===== src/rtl/countdown_timer_sec_if.sv =====
// Control/display bundle for the one-digit seconds countdown timer.
// The master drives load/run/din; the timer (slave) drives the segments and done flag.
interface countdown_timer_sec_if;
    logic       load;
    logic       run;
    logic [3:0] din;
    logic [0:6] h;
    logic       done;

    modport master (output load, output run, output din, input h, input done);
    modport slave  (input load, input run, input din, output h, output done);
endinterface


===== src/rtl/countdown_timer_sec.sv =====
// Loadable one-digit seconds countdown timer: prescaler, 4-state control FSM,
// blink divider for the DONE display and active-low 7-segment digit decode.
module countdown_timer_sec #(
    parameter int TICK_DIV  = 50000000,
    parameter int BLINK_DIV = 12500000
) (
    input  logic                 clk,
    input  logic                 aclr,
    countdown_timer_sec_if.slave bus
);

    localparam int TW = $clog2(TICK_DIV);
    localparam int BW = (BLINK_DIV > 1) ? $clog2(BLINK_DIV) : 1;
    localparam logic [TW-1:0] TICK_LAST  = TW'(TICK_DIV - 1);
    localparam logic [BW-1:0] BLINK_LAST = BW'(BLINK_DIV - 1);

    typedef enum logic [1:0] {
        S_IDLE  = 2'd0,
        S_RUN   = 2'd1,
        S_PAUSE = 2'd2,
        S_DONE  = 2'd3
    } state_t;

    state_t          state_q, state_d;
    logic [3:0]      value_q, value_d;
    logic [TW-1:0]   presc_q, presc_d;
    logic [BW-1:0]   blink_q, blink_d;
    logic            blank_q, blank_d;
    logic            tick;

    function automatic logic [3:0] clamp9(input logic [3:0] d);
        return (d > 4'd9) ? 4'd9 : d;
    endfunction

    function automatic logic [0:6] seg_decode(input logic [3:0] v);
        logic [0:6] s;
        case (v)
            4'd0:    s = 7'b0000001;
            4'd1:    s = 7'b1001111;
            4'd2:    s = 7'b0010010;
            4'd3:    s = 7'b0000110;
            4'd4:    s = 7'b1001100;
            4'd5:    s = 7'b0100100;
            4'd6:    s = 7'b0100000;
            4'd7:    s = 7'b0001111;
            4'd8:    s = 7'b0000000;
            4'd9:    s = 7'b0000100;
            default: s = 7'b1111111;
        endcase
        return s;
    endfunction

    assign tick = (state_q == S_RUN) && (presc_q == TICK_LAST);

    always_ff @(posedge clk or negedge aclr) begin
        if (!aclr) begin
            state_q <= S_IDLE;
        end else begin
            state_q <= state_d;
        end
    end

    always_ff @(posedge clk or negedge aclr) begin
        if (!aclr) begin
            value_q <= '0;
            presc_q <= '0;
            blink_q <= '0;
            blank_q <= 1'b0;
        end else begin
            value_q <= value_d;
            presc_q <= presc_d;
            blink_q <= blink_d;
            blank_q <= blank_d;
        end
    end

    // Blink counter and blank only live in DONE; every other path leaves them cleared.
    always_comb begin
        state_d = state_q;
        value_d = value_q;
        presc_d = presc_q;
        blink_d = '0;
        blank_d = 1'b0;
        case (state_q)
            S_IDLE: begin
                presc_d = '0;
                if (bus.load) begin
                    value_d = clamp9(bus.din);
                end else if (bus.run) begin
                    state_d = (value_q != 4'd0) ? S_RUN : S_DONE;
                end
            end
            S_RUN: begin
                if (bus.load) begin
                    state_d = S_IDLE;
                    value_d = clamp9(bus.din);
                    presc_d = '0;
                end else begin
                    presc_d = tick ? '0 : presc_q + TW'(1);
                    if (tick && value_q <= 4'd1) begin
                        value_d = 4'd0;
                        state_d = S_DONE;
                    end else begin
                        if (tick) value_d = value_q - 4'd1;
                        if (!bus.run) state_d = S_PAUSE;
                    end
                end
            end
            S_PAUSE: begin
                if (bus.load) begin
                    state_d = S_IDLE;
                    value_d = clamp9(bus.din);
                    presc_d = '0;
                end else if (bus.run) begin
                    state_d = S_RUN;
                end
            end
            S_DONE: begin
                if (bus.load) begin
                    state_d = S_IDLE;
                    value_d = clamp9(bus.din);
                    presc_d = '0;
                end else begin
                    blink_d = (blink_q == BLINK_LAST) ? '0 : blink_q + BW'(1);
                    blank_d = (blink_q == BLINK_LAST) ? ~blank_q : blank_q;
                end
            end
            default: state_d = S_IDLE;
        endcase
    end

    always_comb begin
        bus.done = (state_q == S_DONE);
        bus.h    = blank_q ? 7'b1111111 : seg_decode(value_q);
    end

endmodule


===== src/flat_wrapper.sv =====
// flat-port wrapper written by rule: the top's interface ports become plain ports
module countdown_timer_sec_flat 
#(
    parameter int TICK_DIV  = 50000000,
    parameter int BLINK_DIV = 12500000
)
  (clk, aclr, bus_load, bus_run, bus_din, bus_h, bus_done);
  countdown_timer_sec_if bus_i ();
  input  logic clk;
  input  logic aclr;
  input wire logic [$bits(bus_i.load)-1:0] bus_load;
  input wire logic [$bits(bus_i.run)-1:0] bus_run;
  input wire logic [$bits(bus_i.din)-1:0] bus_din;
  output wire logic [$bits(bus_i.h)-1:0] bus_h;
  output wire logic [$bits(bus_i.done)-1:0] bus_done;
  assign bus_i.load = bus_load;
  assign bus_i.run = bus_run;
  assign bus_i.din = bus_din;
  assign bus_h = bus_i.h;
  assign bus_done = bus_i.done;
  countdown_timer_sec #(.TICK_DIV(TICK_DIV), .BLINK_DIV(BLINK_DIV)) u_core (.clk(clk), .aclr(aclr), .bus(bus_i));
endmodule

===== config.mk =====
export PLATFORM = sky130hd
export DESIGN_NAME = countdown_timer_sec_flat
export DESIGN_NICKNAME = d
export VERILOG_FILES = /design/src/rtl/countdown_timer_sec_if.sv /design/src/rtl/countdown_timer_sec.sv /design/src/flat_wrapper.sv
export SDC_FILE = /design/constraint.sdc
export NUM_CORES = 1
export LEC_CHECK = 0
export CORE_UTILIZATION = 45
export CTS_CLUSTER_DIAMETER = 60
export DETAILED_ROUTE_END_ITERATION = 6
export PLACE_DENSITY = 0.64
export SYNTH_ARGS = -nofsm -noshare
export SYNTH_HDL_FRONTEND = slang
export SYNTH_SLANG_ARGS = --single-unit

===== constraint.sdc =====
create_clock -name clk -period 5 [get_ports clk]
set_input_delay 1 -clock clk [delete_from_list [all_inputs] [get_ports clk]]
set_output_delay 1 -clock clk [all_outputs]
set_load 0.01 [all_outputs]

After elaboration in Yosys (flattened, before gate mapping)
Memories as Yosys holds them, arrays and structs flattened.
Cells that the tools add are included.
{ "word_totals": {"n_memories": 1, "in_bits": 8, "register_bits": 57, "latchBits": 0, "romBits": 112, "ramBits": 0, "output_inout_bits": 8, "wordCells": 61} }
{ "op_classes": {"n_eq_ne": 14, "magnitude_cmp": 2, "div": 0, "n_mux": 27, "reduce_logical": 8, "n_shift": 0, "addsub": 3, "n_mul": 0, "n_bitwise": 1} }
{ "memory_table": {"columns": ["name", "depth", "width", "rd", "rd_clocked_by_memory_dff", "wr", "line", "rtl"], "rows": [
  ["(no name shown)", 16, 7, 1, 0, 0, "countdown_timer_sec.sv:37", "case (v)"]
]} }
{ "ops": {"columns": ["operator", "count"], "rows": [
  ["26-bit 2-to-1 mux", 3],
  ["26-bit case mux with 3 select lines", 1],
  ["24-bit 2-to-1 mux", 3],
  ["26-bit by 1-bit adder with 26-bit output (second input constant)", 1],
  ["26-bit equality test (second input constant)", 1],
  ["24-bit by 1-bit adder with 24-bit output (second input constant)", 1],
  ["24-bit equality test (second input constant)", 1],
  ["4-bit 2-to-1 mux", 5],
  ["2-bit 2-to-1 mux", 9],
  ["2-bit case mux with 4 select lines", 1],
  ["4-bit case mux with 2 select lines", 1],
  ["7-bit 2-to-1 mux", 1],
  ["2-bit inequality test (second input constant)", 3],
  ["5-bit AND reduction", 1],
  ["2-bit equality test (second input constant)", 2],
  ["4-bit > comparator (second input constant)", 1],
  ["4-bit by 1-bit less-or-equal comparator with 1-bit output (second input constant)", 1],
  ["2-bit by 1-bit inequality test with 1-bit output (second input constant)", 2],
  ["4-bit by 3-bit inequality test with 1-bit output (second input constant)", 1],
  ["4-bit inequality test (second input constant)", 1],
  ["4-bit nonzero test", 1],
  ["4-bit by 1-bit subtractor with 4-bit output (second input constant)", 1],
  ["1-bit 2-to-1 mux", 3],
  ["3-bit by 2-bit inequality test with 1-bit output (second input constant)", 1],
  ["other kinds (8)", 9]
]} }

Depth between registers and ports, before layout
{ "depth": {"ltp_word": 6, "depth_mapped": 8, "mapped_depth_nobuf": 7} }

Least setup slack after synthesis
No wires, ideal clock.
{ "synth_path": {"kind": "input -> register", "startpoint": "input port bus_load", "endpoint": "register u_core.presc_q[22]", "n_path_buf": 3, "t_arrival_ns": 2.245, "cell_stages": 8, "path_slack_ns": 2.636, "setup_ns": 0.119, "t_required_ns": 4.881, "path_cell_list": "buf_4 > nor2b_1 > buf_2 > or3_1 > buf_2 > nor4_2 > xnor2_1 > nor2_1"} }
{ "synth_between": {"elab_chain_len": 2, "word_cells_on_any_way": 3, "classes_between": "eq/ne (1); mux (2)"} }
{ "synth_rtl": {"columns": ["element", "line", "rtl"], "rows": [
  ["start, declared", "flat_wrapper.sv:11", "input wire logic [$bits(bus_i.load)-1:0] bus_load;"],
  ["26-bit 2-to-1 mux", "countdown_timer_sec.sv:94", "if (bus.load) begin"],
  ["26-bit case mux with 3 select lines", "countdown_timer_sec.sv:84", "case (state_q)"],
  ["end signal, assigned", "countdown_timer_sec.sv:71", "presc_q <= presc_d;"],
  ["end, declared", "countdown_timer_sec.sv:26", "logic [TW-1:0] presc_q, presc_d;"]
]} }
Several ways; a longest one is shown, not always the timed one.
A chain may end at the register's enable or synchronous reset.

Worst setup path in the final report
{ "layout_path": {"startpoint": "register u_core.value_q[0]", "endpoint": "output port bus_h[2]"} }
{ "layout_between": {"elab_chain_len": 2} }
{ "layout_rtl": {"columns": ["element", "line", "rtl"], "rows": [
  ["start, declared", "countdown_timer_sec.sv:25", "logic [3:0] value_q, value_d;"],
  ["start signal, assigned", "countdown_timer_sec.sv:70", "value_q <= value_d;"],
  ["memory 16 x 7 bit", null, null],
  ["7-bit 2-to-1 mux", "countdown_timer_sec.sv:134", "bus.h = blank_q ? 7'b1111111 : seg_decode(value_q);"],
  ["end, declared", "flat_wrapper.sv:14", "output wire logic [$bits(bus_i.h)-1:0] bus_h;"]
]} }
No other way between the ends.

==> results.toml <==
[layout]
final_area_um2 = 3680
area_growth_syn_to_layout_pct = 13.4
drive_gt1_frac = 0.0976
final_nets = 379
antenna_cells = 0

[clock_network]
post_cts_resized = 0
holdBufCountCts = 0
clkLatencyLatePin_ps = 340
cts_sinks = 57
cts_tree = "yes"
htreeDepth = 3
clockBufferDepth = 2
clk_pin_slew_worst_paths_ps = 60
cts_root_buf = "clkbuf_8"
post_cts_buffers = 0
cts_made_buffers = 9

[die]
start_util = 0.473
io_pins = 16
die_height_um = 87.0
die_w_um = 87.0
die_area_um2 = 7560
rows = 30
coreArea_um2 = 6870

[global_routing]
grt-ovfl-total = 0
grtUsageTotal = 0.186
grt_pass1_wl_mm = 11.0
grt_max_degree = 58
grt_pass1_vias = 2356
antenna_found_initial = 0

[logic_synthesis]
synth_area_leaders = "dfrtp_1 (44%), nor2_1 (7.7%), xnor2_1 (7.6%), xor2_1 (4.6%), nand3_1 (3.1%)"
syn-cell-area_um2 = 3250
synth_nets = 363
synth_top_area_share = 0.439
ys_seq_area_frac = 0.439
synth_seq_cells = 57
synth.avg_cell_area_um2 = 9.33
synth.distinct_cells = 47
yosysTopAreaCell = "dfrtp_1"
yosysWarningCount = 0
netlist_instances = 348

[timing]
max_freq_mhz = 324
post-route-period-util = 0.617
final.setup.worst_slack_ps = 1910
finalSetupTns_ps = 0
setup_viol = 0
slew_headroom = 0.526
tightest_slew_ps = 711
finalHoldViolations = 0
fin_crit_ps = 3090
fin_skew_ps = 13.4
slew_violations = 0
rsz0062_at_grt = "no"

[pwr]
total_leakage_power_uw = 0.00144
p_per_area_nw_per_um2 = 284
switching_power_uw = 244
comb_power_share = 0.086
p_seq_frac = 0.454
clkPwrFrac = 0.460
ir_worst_vdd_v = 0.000193
switching_share = 0.233
internal_power_uw = 802

[place]
dp_hpwl_mm = 4.32
port_buffers = 15
postPlaceCellArea_um2 = 3460
pre_cts_ws_ps = 1900
place_congestion = 0.836

[worst_hold_path]
hold_depth = 1
hold_class = "register to register"

[setup_path]
reg2reg_depth = 6
critical_path_class = "register to primary output"
cp_max_fo = 7
crit_path_top_delay_cell = "clkdlybuf4s50_1"
crit_top_cell = "ha_1"
cpPeakStageDelay_ps = 530
reg2reg_slack_ps = 2510
worstPathCellList = "inv_1 -> ha_1 -> ha_1 -> nand2_1 -> o21ai_0 -> nand2b_1 -> clkdlybuf4s50_1"
startpoint_type = "register"
cp.required_ps = 4000
critPathCaptureType = "primary output"
critPathArrivalTime_ps = 2090

[route]
drt_iter0_drc = 97
drtAntennaViolNets = 0
drc_errors = 0
totalWireLength_mm = 6.28
vias_per_cell = 5.27
wl_per_cell_um = 13.5
drt_pre_antenna_iters = 4
vias = 2452

[outcome]
status = "complete, no violations"

[run]
maxCapViolCount = 0
==> placed cells by master (no fill, tap or decap), drive strengths merged, types with 7 or more instances in the layout <==
master | netlist | layout
a21oi | 11 | 11
clkbuf | 5 | 12
clkdlybuf4s50 | 0 | 14
dfrtp | 57 | 57
ha | 7 | 7
inv | 9 | 9
nand2 | 19 | 19
nand3 | 20 | 20
nand4 | 14 | 14
nor2 | 69 | 69
nor3 | 12 | 12
nor4 | 12 | 12
xnor2 | 28 | 28
xor2 | 17 | 17
==> worst paths after layout <==
kind	startpoint	end
max reg2reg	u_core.presc_q[7]$_DFFE_PN0P_	u_core.presc_q[8]$_DFFE_PN0P_
max in group asynchronous	aclr	u_core.blink_q[6]$_DFF_PN0_
min in group asynchronous	aclr	u_core.blink_q[20]$_DFF_PN0_
min reg2reg	u_core.blink_q[0]$_DFF_PN0_	u_core.blink_q[0]$_DFF_PN0_
max	u_core.value_q[0]$_DFFE_PN0P_	bus_h[2]
min	u_core.blink_q[0]$_DFF_PN0_	u_core.blink_q[0]$_DFF_PN0_
==> cell usage after synthesis (all sizes together) <==
| cell type | instances |
|---|---|
| or2 | 5 |
| and3 | 6 |
| a31o | 1 |
| nand3 | 20 |
| and4 | 5 |
| a221o | 2 |
| nand4 | 14 |
| mux2i | 1 |
| nor2 | 69 |
| ha | 7 |
| and3b | 1 |
| o21ai | 3 |
| a21o | 1 |
| o21bai | 6 |
| xnor2 | 28 |
| a21oi | 11 |
| a22o | 1 |
| o21a | 2 |
| a32oi | 1 |
| inv | 9 |
| mux2 | 1 |
| and2 | 2 |
| or3 | 2 |
| nand2b | 5 |
| clkbuf | 5 |
| nor3b | 2 |
| nand4bb | 1 |
| a311oi | 2 |
| nand2 | 19 |
| nor4 | 12 |
| nor2b | 4 |
| dfrtp | 57 |
| a211oi | 1 |
| buf | 8 |
| nor3 | 12 |
| nor4b | 4 |
| xor2 | 17 |
| o31ai | 1 |
==> power groups by stage <==
stage	Clock, uW	Combinational [uW]	Sequential, uW
after floorplan	0	53.0	479
after global placement	0	90.7	484
after detailed placement	0	91.4	484
after CTS	492	91.6	475
after global routing	515	102	477
final	481	89.9	475
==> sequential cells by signal, indices dropped and copies added (netlist names) <==
name	count
u_core.presc_q	26
u_core.state_q	2
u_core.value_q	4
u_core.blank_q	1
u_core.blink_q	24
==> area by class of cell <==
| type | count | area [um^2] |
|---|---|---|
| multi-input combinational | 269 | 1720 |
| timing repair buffer | 18 | 168 |
| clock inverter | 4 | 76.3 |
| inverter | 9 | 33.8 |
| fill | 634 | 3180 |
| sequential | 57 | 1430 |
| tap | 96 | 120 |
| clock buffer | 12 | 145 |
==> routing by layer <==
layer | track usage | wire length, um
met5 | 0 | 0
met4 | 0.0500 | 87
met3 | 0.0464 | 136
met2 | 0.304 | 2960
met1 | 0.245 | 3100
==> metrics by stage <==
step           utilization  power (uW)  instances  hold slack [ps]
3_5_place_dp         0.504         575        449              480
3_3_place_gp         0.504         574        449              476
6_report             0.536        1050        465              489
5_1_grt              0.536        1090        465              525
4_1_cts              0.536        1060        465              487
2_1_floorplan            -         532        348              455
==> kinds of logic after synthesis <==
| logic type | after synthesis | share of synthesized area |
|---|---|---|
| buffers and inverters | 22 | 0.0327 |
| muxes | 2 | 0.00655 |
| xor gates and xnor gates | 45 | 0.121 |
| and+or+nand+nor | 183 | 0.307 |
| DFF | 57 | 0.439 |
| adders and majority gates | 7 | 0.0270 |
| AOI/OAI and AO/OA | 32 | 0.0666 |
==> worst max-delay path, delay by kind of cell (launching register included) <==
| kind | cells | cell delay, ps |
|---|---|---|
| adder cells (fa/ha/maj) | 2 | 440 |
| flip-flops | 1 | 470 |
| AND/OR/NAND/NOR | 2 | 130 |
| AO/OA/AOI/OAI | 1 | 70 |
| buffers and inverters | 2 | 630 |
No activity file was read; power rests on OpenSTA's default activity.
